$ cat config.mk
export PLATFORM = sky130hd
export DESIGN_NAME = rx_bitslip
export DESIGN_NICKNAME = d
export VERILOG_FILES = /design/src/rtl/loopback_pkg.sv /design/src/rtl/rx_bitslip.sv
export SDC_FILE = /design/constraint.sdc
export NUM_CORES = 1
export LEC_CHECK = 0
export ABC_AREA = 1
export ABC_CLOCK_PERIOD_IN_PS = 2580
export BUFFER_PORTS_ARGS = -buffer_cell sky130_fd_sc_hd__buf_4
export CAP_MARGIN = 20
export CORE_ASPECT_RATIO = 0.7
export CORE_MARGIN = 4
export CORE_UTILIZATION = 55
export DETAILED_ROUTE_END_ITERATION = 7
export PLACE_DENSITY = 0.84
export SETUP_SLACK_MARGIN = 0.3
export SLEW_MARGIN = 10
export SYNTH_ARGS = -nofsm -noshare
export SYNTH_HDL_FRONTEND = slang
export SYNTH_SLANG_ARGS = --single-unit
$ cat constraint.sdc
create_clock -name clk -period 2.58 [get_ports clk]
set_clock_uncertainty 0.15 [all_clocks]
set_input_delay 0.516 -clock clk [delete_from_list [all_inputs] [get_ports clk]]
set_output_delay 0.516 -clock clk [all_outputs]
set_load 0.05 [all_outputs]
$ cat src/rtl/loopback_pkg.sv
// Shared types and constants for the HPIO loopback counter pattern (checker and counter_datagen).
// No logic, no latency, no flow control.
package loopback_pkg;

   localparam int WORD_W = 8;

   // Step between consecutive words of the transmitted counter pattern.
   localparam logic [WORD_W-1:0] PAT_INC = 8'd1;

   typedef enum logic {
      SEARCH = 1'b0,
      LOCKED = 1'b1
   } state_t;

   function automatic logic [WORD_W-1:0] next_word(input logic [WORD_W-1:0] w);
      return w + PAT_INC;
   endfunction

endpackage

$ cat src/rtl/rx_bitslip.sv
// Bit-slip aligner: picks an 8-bit window from {data_in, prev_word}, registered output, latency 1.
// No backpressure; candidate/cand_valid are exposed combinationally for same-cycle checking.
module rx_bitslip
   import loopback_pkg::*;
(
   input  logic              clk,
   input  logic              rst,
   input  logic [WORD_W-1:0] data_in,
   input  logic              data_valid,
   input  logic [2:0]        slip,
   output logic [WORD_W-1:0] cand,
   output logic              cand_valid,
   output logic [WORD_W-1:0] aligned_data,
   output logic              aligned_valid
);

   logic [WORD_W-1:0]   prev_word;
   logic                have_prev;
   logic [2*WORD_W-1:0] window;

   assign window     = {data_in, prev_word};
   assign cand       = window[slip +: WORD_W];
   // The very first word after reset has no predecessor to slip against.
   assign cand_valid = data_valid & have_prev;

   always_ff @(posedge clk or negedge rst) begin
      if (!rst) begin
         prev_word     <= '0;
         have_prev     <= 1'b0;
         aligned_data  <= '0;
         aligned_valid <= 1'b0;
      end else begin
         aligned_valid <= cand_valid;
         if (cand_valid) aligned_data <= cand;
         if (data_valid) begin
            prev_word <= data_in;
            have_prev <= 1'b1;
         end
      end
   end

endmodule

# After elaboration in Yosys (flattened, before gate mapping)
# Cells that the tools add are included.
# word_totals
elab_cells	6
input_bits	14
ff_bits	18
# op_classes
n_bitwise	1
n_shift	1
# ops
op	count
indexed part select 16 x 4 -> 8 bit	1
bitwise AND 1 bit	1

# Longest topological paths before layout
# depth
word_depth	1
mapped_depth	8
ltp_nobuf	7

# Least setup slack after synthesis
# No wires, ideal clock.
# synth_path
kind	input -> output
start	input slip[0]
end	output cand[6]
arrival_ns	1.365
required_ns	1.914
setup_slack_ns	0.549
cell_stages	7
path_cell_list	inv_2 buf_6 nand2_2 nand2_1 nand2_1 nand3_1 and2_1
# synth_between
elab_chain_len	1
# synth_lines
element	line	rtl
start, declared	rx_bitslip.sv:10	input logic [2:0] slip,
indexed part select 16 x 4 -> 8 bit	rx_bitslip.sv:22	assign cand = window[slip +: WORD_W];
end, declared	rx_bitslip.sv:11	output logic [WORD_W-1:0] cand,
# Every way passes these cells.

# Worst setup path in the final report
# layout_path
start	input slip[1]
end	output cand[1]
# The elaborated chain is that of the path after synthesis.

==> qor.log <==
qor: sta.fmaxAchievable 0.458 GHz
qor: routing.drt_iter0_drc 87
qor: place.dp_cells 207
qor: setup_path.setup.worst_path.start_class input port
qor: global_route.antenna_found_initial 0
qor: clock_network.cts_inserted_buffers 3
qor: sta.timing.slew.headroom 0.795
qor: routing.detailroute.via_count 1184
qor: place.port_buffers 31
qor: sta.rsz0062_at_grt no
qor: clock_network.clkSlewWorstSetupHoldPaths 0.10 ns
qor: floorplan.die_w 62.3 um
qor: floorplan.std_cell_rows 13
qor: setup_path.timing.critical_path.cells buf_4 -> clkinvlp_4 -> buf_4 -> nand3_1 -> nand3_1 -> nand2_2 -> buf_4
qor: sta.final_period_minus_worst_setup_slack 2.18 ns
qor: setup_path.critical_path.slowest_cell sky130_fd_sc_hd__buf_4
qor: synthesis.synth-compound-area-share 0.0132
qor: clock_network.htreeDepth 1
qor: synthesis.synth_seq_area_share 0.397
qor: finish.design.final.nets 209
qor: setup_path.cp_data_arrival_time 1.52 ns
qor: synthesis.synth_top_family_by_area simple AND/OR/NAND/NOR gates
qor: sta.final_max_slew_viol_count 0
qor: routing.remaining_drc_errors 0
qor: finish.layout.cells.non_filler 215
qor: global_route.grt_start_max_net_pins 19
qor: clock_network.clk_path_buf_depth 2
qor: place.post-dp-hpwl 2.22 mm
qor: global_route.grt_pass1_vias 1056
qor: synthesis.synth_area_per_cell 7.09 um2
qor: setup_path.cpLargestDelayFamily buffers and inverters
qor: synthesis.synth_xor_area_frac 0
qor: power.leakage 0.776 nW
qor: finish.area.growth.synth_to_final 24.6%
qor: sta.setup_viol 0
qor: hold_path.holdCritPathClass in2reg
qor: global_route.grt_first_pass_wirelength 4.90 mm
qor: synthesis.synthesis.area 1130 um2
qor: synthesis.muxShareOfSynthArea 0
qor: clock_network.tritoncts yes
qor: power.p_per_area 575 nW/um2
qor: floorplan.start_util 0.596
qor: sta.post-route-worst-setup-slack 0.396 ns
qor: floorplan.floorplan.die_area 2870 um2
qor: sta.setup_tns 0 ns
qor: global_route.grt_use_total 0.221
qor: finish.n_antenna_cell 0
qor: place.post_dp_cell_area 1340 um2
qor: setup_path.timing.critical_path.to_type primary output
qor: global_route.grt_overflow 0
qor: setup_path.critical_path.n_buffers_inverters 4
qor: place.dp_worst_setup_slack 0.274 ns
qor: finish.drive_gt1_frac 0.301
qor: synthesis.syn_nets 174
qor: power.vdd.ir_drop.worst 0.453 mV
qor: place.placer_congestion 0.931
qor: floorplan.ios 32
qor: synthesis.ys_ff_latch 18
qor: setup_path.longest_individual_stage_delay_on_the_worst_path 0.20 ns
qor: clock_network.cts_sinks 18
qor: job.timing.max_cap.violations 0
qor: routing.first_pass_iters 5
qor: routing.route.detailed.wl_per_inst 13.9 um
qor: sta.hold_slack 0.268 ns
qor: sta.tightestPinTransition 0.308 ns
qor: setup_path.cp_common_cell sky130_fd_sc_hd__buf_4
qor: sta.report.final.hold_viol_count 0
qor: clock_network.worst_skew_pair.late_latency 0.30 ns
qor: synthesis.synth_warnings 0
qor: routing.antenna_nets_post_route 0
qor: synthesis.post_synth_inst_count 160
qor: setup_path.critical_path_required 1.91 ns
qor: routing.viasPerCell 5.51
qor: synthesis.yosys.cell_types.count 16
qor: finish.postLayoutCellArea 1410 um2
qor: finish.post-route-util 0.743
qor: setup_path.worstSetupPathType in2out
qor: synthesis.yosys.area_share.simple 0.509
qor: outcome.status finished clean
qor: setup_path.crit_path_max_fanout 14
qor: routing.finalWirelength 2.99 mm
qor: floorplan.core_region_area 1900 um2
qor: power.finalPower 0.813 mW
qor: floorplan.die_height 46.0 um
qor: clock_network.cts-root-buf sky130_fd_sc_hd__clkbuf_4
qor: sta.final.period_utilization 0.846
qor: synthesis.synthAdderAreaFrac 0
[routing by layer]
metal	GRT usage	routed length, um	up-vias
met5	0	0	-
li1	-	-	575
met4	0.0636	36	0
met2	0.360	1390	46
met3	0.0667	219	7
met1	0.290	1350	556
[cell families after synthesis]
group           count (synthesis)
flops                          18
buf+inv                        15
simple gates                  124
compound gates                  3
[layout by cell type, fill, tap and decap left out]
| cell type | synthesis | layout |
|---|---|---|
| sky130_fd_sc_hd__and2_1 | 2 | 2 |
| sky130_fd_sc_hd__buf_4 | 1 | 34 |
| sky130_fd_sc_hd__buf_6 | 4 | 1 |
| sky130_fd_sc_hd__clkbuf_4 | 0 | 3 |
| sky130_fd_sc_hd__clkinv_1 | 1 | 1 |
| sky130_fd_sc_hd__clkinvlp_2 | 0 | 1 |
| sky130_fd_sc_hd__clkinvlp_4 | 0 | 1 |
| sky130_fd_sc_hd__dfrtp_1 | 18 | 18 |
| sky130_fd_sc_hd__dlygate4sd3_1 | 0 | 1 |
| sky130_fd_sc_hd__inv_1 | 6 | 5 |
| sky130_fd_sc_hd__inv_6 | 0 | 1 |
| sky130_fd_sc_hd__nand2_1 | 70 | 70 |
| sky130_fd_sc_hd__nand2_2 | 11 | 11 |
| sky130_fd_sc_hd__nand2_4 | 2 | 2 |
| sky130_fd_sc_hd__nand3_1 | 35 | 35 |
| sky130_fd_sc_hd__nand3_2 | 3 | 3 |
| sky130_fd_sc_hd__o21ai_0 | 3 | 3 |
| sky130_fd_sc_hd__or2_2 | 1 | 1 |
[worst reg2reg max path, stage by stage, from the launching register on]
cell	delay [ns]
sky130_fd_sc_hd__dfrtp_1	0.40
sky130_fd_sc_hd__nand2_2	0.16
sky130_fd_sc_hd__clkinv_1	0.12
sky130_fd_sc_hd__buf_4	0.18
sky130_fd_sc_hd__nand3_1	0.09
sky130_fd_sc_hd__nand2_1	0.05
[where the power goes]
part | total, mW | switching (mW) | internal (mW)
Clock | 0.143 | 0.0886 | 0.0545
Combinational | 0.337 | 0.232 | 0.105
Sequential | 0.333 | 0.0216 | 0.311
[flip-flops by register name (all words and copies together), names as in the netlist]
signal	cells
aligned_data	8
have_prev	1
aligned_valid	1
prev_word	8
[layout make-up]
| class | instances | area [um2] |
|---|---|---|
| tap | 22 | 27.5 |
| multi-input combinational | 127 | 593 |
| timing repair buffer | 36 | 277 |
| timing repair inverter | 1 | 5.00 |
| clock buffer | 3 | 22.5 |
| sequential | 18 | 450 |
| inverter | 8 | 38.8 |
| fill | 159 | 489 |
[timing repair]
action,CTS,global route
hold buffers,1,0
endpoints found under the hold margin,18,0
resized for setup,2,2
endpoints found under the setup margin,2,2
gates cloned,0,1
setup buffers,0,3
[cells in the mapped netlist]
cell type	n	area [um2]
sky130_fd_sc_hd__nand2_1	70	263
sky130_fd_sc_hd__nand3_1	35	175
sky130_fd_sc_hd__dfrtp_1	18	450
sky130_fd_sc_hd__nand2_2	11	68.8
sky130_fd_sc_hd__inv_1	6	22.5
sky130_fd_sc_hd__buf_6	4	45.0
sky130_fd_sc_hd__nand3_2	3	30.0
sky130_fd_sc_hd__o21ai_0	3	15.0
sky130_fd_sc_hd__and2_1	2	12.5
sky130_fd_sc_hd__nand2_4	2	22.5
sky130_fd_sc_hd__buf_2	1	5.00
sky130_fd_sc_hd__buf_4	1	7.51
sky130_fd_sc_hd__clkbuf_1	1	3.75
sky130_fd_sc_hd__clkinv_1	1	3.75
sky130_fd_sc_hd__inv_2	1	3.75
sky130_fd_sc_hd__or2_2	1	6.26
[path summary, 6_finish.rpt]
path	startpoint	endpoint	slack, ns	cells after the start
setup / recovery	slip[1]	cand[1]	0.40	7
hold / removal	data_in[7]	prev_word[7]	0.27	3
setup reg to reg	have_prev	aligned_data[7]	1.34	5
hold reg to reg	aligned_data[4]	aligned_data[4]	0.34	2
max in group asynchronous	rst	aligned_data[0]	1.63	2
min in group asynchronous	rst	prev_word[4]	0.46	2
Power figures use the tool's default switching activity.
